$ cat src/rtl/rf_write_arbiter.sv
`default_nettype none
// ============================================================================
//  Module      : rf_write_arbiter
//  Description : Round-robin arbiter sharing the single register_file write
//                port among N_REQ valid/ready requesters. Grants are
//                combinational (same cycle as valid); the winning address and
//                data are registered onto the register_file write pins.
//  Revision    : 1.0  initial release
// ============================================================================
module rf_write_arbiter #(
    parameter int N_REQ  = 4,
    parameter int ADDR_W = 5,
    parameter int DATA_W = 32
) (
    input  logic                        clk,
    input  logic                        rst,
    input  logic                        arb_en,
    input  logic [N_REQ-1:0]            req_valid,
    input  logic [N_REQ*ADDR_W-1:0]     req_addr,
    input  logic [N_REQ*DATA_W-1:0]     req_data,
    output logic [N_REQ-1:0]            req_ready,
    output logic [ADDR_W-1:0]           WriteAddress,
    output logic [DATA_W-1:0]           WriteData,
    output logic                        ReadWriteEn,
    output logic [$clog2(N_REQ)-1:0]    grant_id,
    output logic                        busy
);

    localparam int PTR_W = $clog2(N_REQ);
    localparam logic [PTR_W-1:0] c_LAST = PTR_W'(N_REQ - 1);

    typedef enum logic [0:0] {
        ST_IDLE  = 1'b0,
        ST_WRITE = 1'b1
    } state_t;

    state_t                 r_state;
    state_t                 w_state_next;
    logic [PTR_W-1:0]       r_rr_ptr;
    logic [PTR_W-1:0]       r_grant_id;
    logic [ADDR_W-1:0]      r_wr_addr;
    logic [DATA_W-1:0]      r_wr_data;

    logic [N_REQ-1:0]       w_ready;
    logic                   w_found;
    logic [PTR_W-1:0]       w_winner;
    logic [ADDR_W-1:0]      w_sel_addr;
    logic [DATA_W-1:0]      w_sel_data;
    logic                   w_xfer;

    // Cyclic slot index: rr_ptr + offset, wrapped back into 0..N_REQ-1.
    function automatic int f_slot(input int base, input int off);
        int s;
        s = base + off;
        if (s >= N_REQ) begin
            s = s - N_REQ;
        end
        return s;
    endfunction

    // Round-robin search starting at rr_ptr; first valid requester wins.
    always_comb begin
        w_ready    = '0;
        w_found    = 1'b0;
        w_winner   = '0;
        w_sel_addr = '0;
        w_sel_data = '0;
        if (arb_en && !rst) begin
            for (int k = 0; k < N_REQ; k++) begin
                if (!w_found && req_valid[f_slot(int'(r_rr_ptr), k)]) begin
                    w_found    = 1'b1;
                    w_winner   = PTR_W'(f_slot(int'(r_rr_ptr), k));
                    w_ready[f_slot(int'(r_rr_ptr), k)] = 1'b1;
                    w_sel_addr = req_addr[f_slot(int'(r_rr_ptr), k)*ADDR_W +: ADDR_W];
                    w_sel_data = req_data[f_slot(int'(r_rr_ptr), k)*DATA_W +: DATA_W];
                end
            end
        end
    end

    // A grant is only ever raised against an asserted valid, so a grant is a transfer.
    assign w_xfer = w_found;

    // Next-state logic: every transfer edge starts (or continues) a write cycle.
    always_comb begin
        w_state_next = ST_IDLE;
        if (w_xfer) begin
            w_state_next = ST_WRITE;
        end
    end

    // State register.
    always_ff @(posedge clk) begin
        if (rst) begin
            r_state <= ST_IDLE;
        end else begin
            r_state <= w_state_next;
        end
    end

    // Issue stage: capture the winner's address/data and advance the pointer.
    always_ff @(posedge clk) begin
        if (rst) begin
            r_wr_addr  <= '0;
            r_wr_data  <= '0;
            r_grant_id <= '0;
            r_rr_ptr   <= '0;
        end else if (w_xfer) begin
            r_wr_addr  <= w_sel_addr;
            r_wr_data  <= w_sel_data;
            r_grant_id <= w_winner;
            r_rr_ptr   <= (w_winner == c_LAST) ? '0 : w_winner + 1'b1;
        end
    end

    // rst also masks the write strobe in the cycle it is asserted, so a write
    // already sitting on the pins is dropped rather than reaching the register file.
    assign ReadWriteEn  = (r_state != ST_WRITE) || rst;
    assign busy         = (r_state == ST_WRITE) && !rst;
    assign req_ready    = w_ready;
    assign WriteAddress = r_wr_addr;
    assign WriteData    = r_wr_data;
    assign grant_id     = r_grant_id;

endmodule
`default_nettype wire

$ cat config.mk
export PLATFORM = sky130hd
export DESIGN_NAME = rf_write_arbiter
export DESIGN_NICKNAME = d
export VERILOG_FILES = /design/src/rtl/rf_write_arbiter.sv
export SDC_FILE = /design/constraint.sdc
export NUM_CORES = 1
export LEC_CHECK = 0
export ABC_AREA = 1
export CORE_ASPECT_RATIO = 0.7
export CORE_UTILIZATION = 42
export DETAILED_ROUTE_END_ITERATION = 8
export PLACE_DENSITY = 0.75
export SETUP_SLACK_MARGIN = 0.5
export SLEW_MARGIN = 30
export SYNTH_ARGS = -nofsm -noshare
export SYNTH_HDL_FRONTEND = slang
export SYNTH_SLANG_ARGS = --single-unit
$ cat constraint.sdc
create_clock -name clk -period 4.6 [get_ports clk]
set_clock_uncertainty 0.15 [all_clocks]
set_input_delay 1.15 -clock clk [delete_from_list [all_inputs] [get_ports clk]]
set_output_delay 1.15 -clock clk [all_outputs]
set_load 0.05 [all_outputs]
# Word level (Yosys, flattened, before mapping)
# Index checks and enable logic that the tools add are counted.
# op_classes
addsub	8
n_mul	4
order_cmp	16
eq_ne	1
shift	8
mux	69
bitwise	4
reduce_logical	14
# op_table
operator	count
$mux 32	21
$shiftx 128x32->32	4
$lt 32x4->1 const B	8
$ge 32x1->1 const B	4
$mul 32x4->32 const B	4
$shiftx 20x32->5	4
$mux 4	8
$mux 5	5
$mux 1	21
$mux 2	6
$or 4x4->4	3
$sub 3x3->4 const B	3
$ge 3x3->1 const B	3
$logic_and 1x1->1	9
$bmux 1 s2	4
$demux 1 s2	4
$add 2x2->3 const B	2
$logic_not 1->1	4
$sub 2x3->4 const B	1
$add 2x1->3 const B	1
$ge 2x3->1 const B	1
$add 2x1->2 const B	1
$eq 2x2->1 const B	1
$logic_or 1x1->1	1
$not 1->1	1
# totals
register_bits	42
in_bits	155
output_inout_bits	45
elab_cells	129

# Longest topological paths before layout
# Gate-level depths: netlist of the first run.
# logic_depth
ltp_word	27
ltp_mapped	22
ltp_nobuf	20

# Worst setup path after synthesis of the first run
# OpenSTA, ideal clock, no wires.
# synth_path
path_kind	register -> output
startpoint	register r_rr_ptr[1]
endpoint	output port req_ready[0]
arrival_time_ps	3162
required_time_ps	3300
setup_slack_ps	138
stages_incl_launch_ff	16
n_path_buf	6
cell_sequence	dfxtp_1 -> buf_2 -> inv_1 -> buf_2 -> buf_2 -> buf_2 -> ha_1 -> buf_2 -> inv_2 -> nand3_1 -> nand2_4 -> nand3_1 -> inv_2 -> buf_2 -> nand2_1 -> a21oi_1
# synth_via
elab_chain_len	20
elab_cells_between_ends	82
classes_between	7 x add/sub; 12 x order compare; 50 x mux; 3 x bitwise; 10 x reduce/logical
# synth_rtl
element	line	text
start, declared	39	logic [PTR_W-1:0] r_rr_ptr;
start signal, assigned	112	r_rr_ptr <= (w_winner == c_LAST) ? '0 : w_winner + 1'b1;
parallel branches: the longest is 18 deep, another holds $ge 32x1->1	n/a	
$mux 4 (*)	70	if (!w_found && req_valid[f_slot(int'(r_rr_ptr), k)]) begin
$mux 4 (*)	68	if (arb_en && !rst) begin
end, declared	21	output logic [N_REQ-1:0] req_ready,
# Every way passes the cells marked *. The select of a mux whose other input is x is not followed.

# Final worst setup path of the first run
# layout_path
startpoint	input port req_valid[0]
endpoint	output port req_ready[1]
# layout_via
elab_chain_len	17
elab_cells_between_ends	35
classes_between	26 x mux; 3 x bitwise; 6 x reduce/logical
# layout_rtl
element	line	text
start, declared	18	input logic [N_REQ-1:0] req_valid,
$bmux 1 s2	70	
$mux 1 (not written as such) (2 in series)	70	
$mux 1	70	
$mux 1	68	
$logic_not 1->1	70	
$logic_and 1x1->1	70	
$mux 1	70	
$mux 1	68	
$logic_not 1->1	70	
$logic_and 1x1->1	70	
$mux 1	70	
$mux 1	68	
$logic_not 1->1	70	
$logic_and 1x1->1	70	
$mux 4 (*)	70	
$mux 4 (*)	68	
# Every way passes the cells marked *; elsewhere a longest branch is shown, timed or not. The select of a mux whose other input is x is not followed.

==> flow_metrics.py, run 1 <==
metrics = {
    "timing": {
        "rsz0062_at_grt": "no",
        "finalCritPeriodShare_pct": 87.1,
        "setup_viol": 0,
        "worst_pin_slew_ps": 963,
        "fmax_ghz": 0.250,
        "finalCriticalPeriod_ps": 4000,
        "hold_ws_ps": 317,
        "hold_violations": 0,
        "final-max-slew-violation-count": 0,
        "finalSetupTns_ps": 0,
        "relSlewSlack_pct": 35.7,
    },
    "yosys": {
        "synth_area_um2": 7440,
        "yosys_register_bits": 42,
        "syn-num-nets": 1621,
        "synth_top_area_share_pct": 24.0,
        "yosysTopAreaCell": "nand2_1",
        "ys_types": 41,
        "yosys-top-cells-area": "nand2_1 24%, o21ai_0 17%, dfxtp_1 11%, nand3_1 7.2%, inv_1 6.6%",
        "synthCells": 1451,
        "syn_avg_cell_area_um2": 5.13,
        "ys_warn_count": 0,
        "ys_seq_area_share_pct": 11.3,
    },
    "global_route": {
        "grtUsageTotal_pct": 32.0,
        "overflow": 0,
        "grt_antenna_before_repair": 0,
        "grt_pass1_vias": 9006,
        "grt_max_degree": 96,
        "grt_first_pass_wirelength_mm": 47.3,
    },
    "hold_path": {
        "holdCritPathClass": "reg2reg",
    },
    "setup_path": {
        "timing.rr.end": "WriteAddress[0]",
        "arrival_ps": 2700,
        "required_ps": 3300,
        "cp-start-kind": "input port",
        "crit_path_max_fanout": 8,
        "setup.worst_path.end": "req_ready[1]",
        "regToRegSetupSlack_ps": 950,
        "path_class": "in2out",
        "r2r_cells": 14,
        "crit_start": "req_valid[0]",
        "worstSetupEndpointType": "output pin",
        "rr_startpoint": "r_rr_ptr[0]",
    },
    "clock_tree": {
        "htree_levels": 2,
        "path_clk_slew_ps": 70,
        "cts_tree": "built",
        "clk_latency_ps": 290,
        "cts_buffers": 5,
        "cts.sinks": 42,
        "cts_max_path_buffers": 2,
        "clockRootBuffer": "clkbuf_16",
    },
    "routing": {
        "vias": 10200,
        "drc": 0,
        "viasPerCell": 5.58,
        "ant_nets": 0,
        "first_iter_violations": 993,
        "wl_mm": 29.6,
        "drtPass1Iterations": 6,
        "avgRoutedWirePerCell_um": 16.3,
    },
    "layout": {
        "layout_commonest_cell": "nand2_1",
        "syn2layout_area_growth_pct": 30.9,
        "insertedDiodeCount": 0,
        "drive_above_1_share_pct": 5.41,
        "layout_common_cells": "471 x nand2_1, 254 x o21ai_0, 189 x clkdlybuf4s50_1",
        "utilization_pct": 56.6,
        "num-nets-final": 1760,
    },
    "placement": {
        "io_buffers": 199,
        "dpl.hpwl_mm": 21.7,
        "gp_congestion": 0.955,
    },
    "floorplan": {
        "core_area_um2": 17200,
        "rows": 40,
        "fp.dieH_um": 113,
        "start_util_pct": 43.2,
        "io_pins": 200,
        "chipWidth_um": 161,
        "die_area_um2": 18300,
    },
    "power": {
        "p_per_area_nw_per_um2": 455,
        "leakage_uw": 0.00442,
        "peakVddDrop_mv": 0.237,
        "total_power_uw": 4430,
    },
    "job": {
        "drv_cap": 0,
    },
    "status": {
        "outcome": "finished clean",
    },
}
-- Yosys cell counts --
library cell / count
mux2i_1: 18
a22oi_1: 1
o21ai_2: 2
o2111ai_1: 6
a41oi_1: 1
inv_1: 131
nand2_4: 4
nor2_8: 1
buf_1: 7
nand3_1: 107
ha_1: 14
a21boi_0: 1
a21oi_1: 86
nor2_4: 1
o21bai_1: 1
inv_2: 4
clkbuf_1: 26
o21ai_0: 255
xor2_1: 1
a211oi_1: 6
nand2_1: 476
fa_1: 1
nor2_2: 1
buf_4: 12
or2_2: 7
o22ai_1: 11
nand4_1: 7
buf_2: 51
nand2_2: 2
o211ai_1: 16
nand3_2: 1
o31ai_1: 1
o21a_1: 1
nor3_1: 3
dfxtp_1: 42
clkinv_2: 1
nor2_1: 112
a31oi_1: 17
o21ai_1: 8
o221ai_1: 4
buf_6: 4
-- report_power, final --
group	internal, uW	total, uW	leakage [uW]	switching (uW)
clock	204	374	0.0000664	171
combinational	1190	3550	0.00401	2360
sequential	443	501	0.000346	58.5
total	1840	4430	0.00442	2590
-- worst min path at each step --
stage	slack (ps)	cells past startpoint	startpoint	end
2_1_floorplan	540	2	WriteData[19]	WriteData[19]
3_3_place_gp	300	2	grant_id[1]	grant_id[1]
3_5_place_dp	310	2	WriteData[19]	WriteData[19]
4_1_cts	320	2	WriteData[19]	WriteData[19]
5_1_grt	330	2	WriteData[19]	WriteData[19]
6_report	320	2	grant_id[0]	grant_id[0]
-- state kept, by name, summed over array words and instances, names as in the netlist --
signal,cells
r_rr_ptr,2
grant_id,2
r_state,1
WriteData,32
WriteAddress,5
-- repair_timing --
action	CTS	global route
endpoints found under the setup margin	4	5
hold buffers	0	0
resized for setup	14	1
setup buffers	5	1
pin swaps	4	0
-- layer usage --
layer  track usage, %  vias to the layer above  part of all wire, %
met3             6.93                       33                   12
li1                 -                     5072                    -
met1             47.3                     4483                   47
met5                0                        -                    0
met4             5.35                        0                  1.2
met2             47.5                      579                   40
-- stage by stage --
| stage | cell area, um2 | setup WS, ps | cells |
|---|---|---|---|
| finish | 9740 | 595 | 1822 |
| floorplan | 7460 | 447 | 1451 |
| global placement | 9500 | 297 | 1808 |
| global route | 9740 | 510 | 1822 |
| detailed placement | 9500 | 263 | 1808 |
| CTS | 9730 | 538 | 1821 |
-- worst max-delay path, cell delays in order --
cell and delay (ps):
dlygate4sd2_1 260, nand2_1 90, nand2_2 90, nand2_2 100, nand2_4 110, buf_6 160, nand2_1 50, o21ai_0 80
a21oi_1 140, o21ai_1 90, nand2_1 130, clkinvlp_4 120, buf_12 150
-- kinds of logic (layout without fill, tap and decap cells) --
group	count (synthesis)	after routing	synth area share [%]
AOI/OAI and AO/OA	417	417	30.1
xor gates and xnor gates	1	1	0.118
adders and majority gates	15	15	2.62
buffers and inverters	236	376	13.8
DFF	42	42	11.3
muxes	18	18	2.42
and+or+nand+nor	722	722	39.7
-- cell type report --
type	instances	area, um2
fill	1790	7480
multi-input combinational	1173	5610
timing repair buffer	232	2320
sequential	42	846
inverter	136	524
tap	231	289
clock buffer	5	125
clock inverter	3	23.8
Note: power is estimated with default switching activity, not from simulation.
==> run 2: changes to the inputs <==
- REMOVE_ABC_BUFFERS: not set -> 1
- SKIP_LAST_GASP: not set -> 1
==> run 2 against run 1 <==
Net effect:
- utilization increased by 0.59 points
- flip-flop and latch count stayed put
- register-to-register slack got worse by 190 ps
- fmax grew 0.36%
- global-route usage is essentially flat
- worst hold slack worse by 3.1 ps
- die area is the same
- count of clock-buffer cells in the layout rose by 1
- setup slack improved by 15 ps
- critical endpoint is now req_ready[3]
==> flow_metrics.py, run 2 (synthesis results as in run 1) <==
metrics = {
    "global_route": {
        "grt_first_pass_wirelength_mm": 46.9,
        "grt_pass1_vias": 9048,
        "grtUsageTotal_pct": 32.0,
        "grt_max_degree": 214,
        "grt_antenna_before_repair": 0,
        "overflow": 0,
    },
    "placement": {
        "gp_congestion": 0.970,
        "io_buffers": 199,
        "place_area_um2": 9490,
        "dpl.hpwl_mm": 21.2,
        "pre_cts_ws_ps": 320,
    },
    "setup_path": {
        "timing.rr.end": "WriteAddress[1]",
        "r2r_cells": 16,
        "worstSetupEndpointType": "output pin",
        "cp_slowest_cell": "dlygate4sd2_1",
        "critPathMostFrequentCell": "nand2_4",
        "crit_path_max_fanout": 6,
        "required_ps": 3300,
        "path_class": "in2out",
        "crit_path_max_incr_delay_ps": 260,
        "setup.worst_path.end": "req_ready[3]",
        "arrival_ps": 2690,
        "cp_cell_sequence": "dlygate4sd2_1, inv_2, nand2_1, o21ai_2, nand2_2, nand2_4, buf_4, nand2_4, nor2_8, a21oi_1, a21oi_2, buf_12",
        "cp-start-kind": "input port",
        "crit_start": "req_valid[2]",
        "regToRegSetupSlack_ps": 760,
        "rr_startpoint": "r_rr_ptr[1]",
    },
    "power": {
        "p_per_area_nw_per_um2": 461,
        "p_comb_share_pct": 79.5,
        "switching_share_pct": 57.8,
        "p_int_uw": 1920,
        "peakVddDrop_mv": 0.338,
        "leakage_uw": 0.00451,
        "power_frac_clock_pct": 9.4,
        "p_sw_uw": 2620,
        "power_frac_seq_pct": 11.1,
    },
    "timing": {
        "relSlewSlack_pct": 44.3,
        "fmax_ghz": 0.251,
        "final-max-slew-violation-count": 0,
        "worst_pin_slew_ps": 835,
        "rsz0062_at_grt": "no",
        "finalCriticalPeriod_ps": 3990,
        "hold_violations": 0,
        "layout_setup_ws_ps": 610,
        "setup_viol": 0,
        "finalCritPeriodShare_pct": 86.7,
    },
    "floorplan": {
        "io_pins": 200,
        "rows": 40,
        "start_util_pct": 43.2,
        "core_area_um2": 17200,
        "fp.dieH_um": 113,
        "die_area_um2": 18300,
        "chipWidth_um": 161,
    },
    "layout": {
        "seq_area_um2": 846,
        "fillers": 1781,
        "syn2layout_area_growth_pct": 32.3,
        "insertedDiodeCount": 0,
        "drive_above_1_share_pct": 6.02,
        "layout_commonest_cell": "nand2_1",
        "layout_common_cells": "470 x nand2_1, 254 x o21ai_0, 189 x clkdlybuf4s50_1",
        "num-nets-final": 1764,
        "largest_reg_flops": 32,
        "multiInputGateArea_um2": 5630,
        "postLayoutCellArea_um2": 9840,
    },
    "routing": {
        "vias": 10100,
        "drc": 0,
        "ant_nets": 0,
        "viasPerCell": 5.51,
        "drtPass1Iterations": 6,
        "avgRoutedWirePerCell_um": 16.2,
        "wl_mm": 29.5,
        "first_iter_violations": 1206,
    },
    "clock_tree": {
        "cts_max_path_buffers": 2,
        "path_clk_slew_ps": 70,
        "cts.sinks": 42,
        "htree_levels": 2,
        "hold_buffers": 0,
        "cts_buffers": 5,
        "clockRootBuffer": "clkbuf_16",
        "clk_latency_ps": 290,
        "cts_tree": "built",
    },
    "status": {
        "outcome": "finished clean",
    },
    "job": {
        "drv_cap": 0,
    },
    "hold_path": {
        "holdCritPathClass": "reg2reg",
    },
}
## run 2: cell types whose count changed in the layout (fill, tap and decap cells not counted), sizes merged, moves of 2 or more
cell / before / now
buf: 39 / 42
clkinvlp: 4 / 1
dlygate4sd2: 4 / 2
dlymetal6s2s: 0 / 2
## run 2: stage by stage
step	power, uW	util [%]	cells	setup TNS, ps	hold slack [ps]
finish	4540	57.2	1826	0	314
global placement	3910	55.1	1806	0	304
global route	4930	57.2	1826	0	338
detailed placement	3930	55.1	1806	0	306
CTS	4430	56.7	1820	0	316
floorplan	2870	-	1351	-303110	541
## run 2: cell type report
cell class,count,share of cell area [%]
clock buffers,6,1.31
clock inverters,2,0.381
inverters,136,5.21
multi-input cells,1173,57.2
flip-flops and latches,42,8.60
well taps,231,2.94
repair buffers,236,24.4
## run 2: worst max-delay path: cells and delay by family
family          cells  cell delay, ps
compound gates      3             450
buf+inv             4             640
simple gates        5             450
## run 2: worst min-delay path by stage
stage,endpoint,start,cells after the start,slack (ps)
after floorplan,WriteAddress[1],WriteAddress[1],2,540
after global placement,WriteData[27],WriteData[27],2,300
after detailed placement,WriteData[27],WriteData[27],2,310
after CTS,WriteData[4],WriteData[4],2,320
after global routing,WriteData[2],WriteData[2],2,340
final,WriteData[27],WriteData[27],2,310
## run 2: layer usage
layer	share of wire, %	track usage (%)	vias to the layer above
li1	-	-	5069
met1	46	45.3	4437
met2	42	50.1	513
met3	11	5.98	45
met4	1.4	6.60	0
met5	0	0	-
## run 2: power by group through the flow
stage               clock, uW  sequential (uW)  combinational [uW]
global route              444              510                3970
finish                    426              503                3610
detailed placement          0              508                3420
CTS                       432              502                3500
floorplan                   0              837                2030
global placement            0              511                3390
## run 2: what timing repair did
action | in CTS | in global routing
gates cloned | 1 | 0
endpoints found under the setup margin | 4 | 6
setup buffers | 5 | 6
resized for setup | 17 | 8
pin swaps | 3 | 6
==> run 3: changes to the inputs <==
- clock period: 4.6 -> 5.1 ns (I/O delays scaled with it)
==> run 3 against run 2 <==
Net effect:
- via count decreased by 0.16%
- wire length decreased by 1.9%
- highest routed layer unchanged
- design area decreased by 2.1%
- worst hold slack improved by 1.7 ps
- clock power decreased by 13%
- critical endpoint is now req_ready[1]
- sequential power decreased by 6.4%
- count of clock-buffer cells in the layout unchanged
- flip-flop and latch count unchanged
- largest cell class unchanged
- combinational power decreased by 14%
- sequential share of layout area increased by 0.19 points
==> flow_metrics.py, run 3 (synthesis results as in run 1) <==
metrics = {
    "routing": {
        "ant_nets": 0,
        "viasPerCell": 5.55,
        "vias": 10000,
        "wl_mm": 28.9,
        "first_iter_violations": 1114,
        "avgRoutedWirePerCell_um": 16.0,
        "drc": 0,
        "drtPass1Iterations": 5,
    },
    "timing": {
        "hold_violations": 0,
        "fmax_ghz": 0.223,
        "layout_setup_ws_ps": 614,
        "relSlewSlack_pct": 39.2,
        "rsz0062_at_grt": "yes",
        "worst_pin_slew_ps": 909,
        "finalCritPeriodShare_pct": 88.0,
        "final-max-slew-violation-count": 0,
        "finalCriticalPeriod_ps": 4490,
        "setup_viol": 0,
    },
    "floorplan": {
        "io_pins": 200,
        "fp.dieH_um": 113,
        "chipWidth_um": 161,
        "start_util_pct": 43.2,
        "die_area_um2": 18300,
        "rows": 40,
        "core_area_um2": 17200,
    },
    "global_route": {
        "grt.busiest_layer": "met2",
        "grt_util_met2_pct": 47.9,
        "grt_max_degree": 110,
        "overflow": 0,
        "use_met3_pct": 6.63,
        "grt_pass1_vias": 8904,
        "grt_use_met1_pct": 44.7,
        "grt_first_pass_wirelength_mm": 46.1,
        "grtUsageTotal_pct": 31.1,
        "grt_antenna_before_repair": 0,
    },
    "job": {
        "drv_cap": 0,
    },
    "clock_tree": {
        "clk_latency_ps": 290,
        "cts.sinks": 42,
        "path_clk_slew_ps": 70,
        "hold_buffers": 0,
        "clockRootBuffer": "clkbuf_16",
        "htree_levels": 2,
        "cts_max_path_buffers": 2,
        "cts_tree": "built",
        "cts_buffers": 5,
    },
    "layout": {
        "syn2layout_area_growth_pct": 29.4,
        "layout_commonest_cell": "nand2_1",
        "drive_above_1_share_pct": 4.43,
        "finalNonFillerCells": 1812,
        "layout_common_cells": "475 x nand2_1, 255 x o21ai_0, 193 x clkdlybuf4s50_1",
        "largest_reg_flops": 32,
        "num-nets-final": 1750,
        "insertedDiodeCount": 0,
    },
    "setup_path": {
        "cp-start-kind": "input port",
        "timing.rr.end": "WriteAddress[3]",
        "worstSetupEndpointType": "output pin",
        "regToRegSetupSlack_ps": 1130,
        "crit_start": "req_valid[2]",
        "arrival_ps": 3060,
        "path_class": "in2out",
        "setup.worst_path.end": "req_ready[1]",
        "rr_startpoint": "r_rr_ptr[1]",
        "crit_path_max_fanout": 11,
        "r2r_cells": 17,
        "required_ps": 3670,
    },
    "power": {
        "leakage_uw": 0.00439,
        "p_per_area_nw_per_um2": 411,
        "peakVddDrop_mv": 0.219,
    },
    "placement": {
        "dp.cells": 1802,
        "io_buffers": 199,
        "gp_congestion": 0.975,
        "pre_cts_ws_ps": 414,
        "dpl.hpwl_mm": 20.9,
    },
    "status": {
        "outcome": "finished clean",
    },
    "hold_path": {
        "holdCritPathClass": "reg2reg",
    },
}
## run 3: cell types whose count changed in the layout (fill, tap and decap cells not counted), moves of 3 or more
cell	change
buf_4	-9
inv_2	-4
inv_1	+3
nand2_1	+5
clkdlybuf4s50_1	+4
nand2_2	-5
## run 3: worst max-delay path, cell delays in order
cell	delay, ps
clkdlybuf4s50_1	470
inv_1	60
nand2_1	70
o21ai_2	60
o21ai_1	220
nand3_2	150
buf_4	210
o21ai_0	150
nand2_1	110
inv_1	120
buf_12	140
## run 3: where the power goes
group | total [uW] | switching, uW | leakage, uW | internal [uW]
registers | 471 | 71.4 | 0.000346 | 400
clock network | 372 | 159 | 0.0000824 | 213
logic | 3120 | 2090 | 0.00396 | 1030
total | 3960 | 2320 | 0.00439 | 1640
## run 3: layout make-up
type,count,area [um2]
clock buffers,6,150
clock inverters,2,13.8
fillers,1786,7590
inverters,136,513
multi-input cells,1173,5590
flip-flops and latches,42,846
well taps,231,289
repair buffers,222,2230
## run 3: metal layers
layer | vias to the layer above | wire length, um | share of wire, %
met5 | - | 0 | 0
met4 | 0 | 373 | 1.3
met3 | 34 | 3450 | 12
met2 | 552 | 12000 | 41
met1 | 4414 | 13100 | 45
li1 | 5048 | - | -
## run 3: worst min-delay path by stage
| stage | start | to | slack, ps | cells after the start |
|---|---|---|---|---|
| floorplan | WriteAddress[1] | WriteAddress[1] | 540 | 2 |
| finish | WriteData[21] | WriteData[21] | 320 | 2 |
| detailed placement | WriteData[0] | WriteData[0] | 310 | 2 |
| global placement | WriteAddress[2] | WriteAddress[2] | 300 | 2 |
| CTS | WriteData[0] | WriteData[0] | 320 | 2 |
| global route | WriteData[19] | WriteData[19] | 340 | 2 |
## run 3: per-stage QoR
stage / hold WS (ps) / utilization (%) / total power (uW) / instance area [um2] / setup TNS, ps
5_1_grt: 336 / 55.9 / 4310 / 9630 / 0
3_3_place_gp: 302 / 54.8 / 3500 / 9440 / 0
4_1_cts: 316 / 55.8 / 3890 / 9610 / 0
2_1_floorplan: 541 / - / 2580 / 6930 / -280610
6_report: 316 / 55.9 / 3960 / 9630 / 0
3_5_place_dp: 305 / 54.8 / 3510 / 9440 / 0
## run 3: repair_timing
| item | 4_1_cts | 5_1_grt |
|---|---|---|
| buffers inserted | 0 | 2 |
| pin swaps | 0 | 1 |
| endpoints found under the setup margin | 2 | 4 |
| gates resized for setup | 2 | 1 |
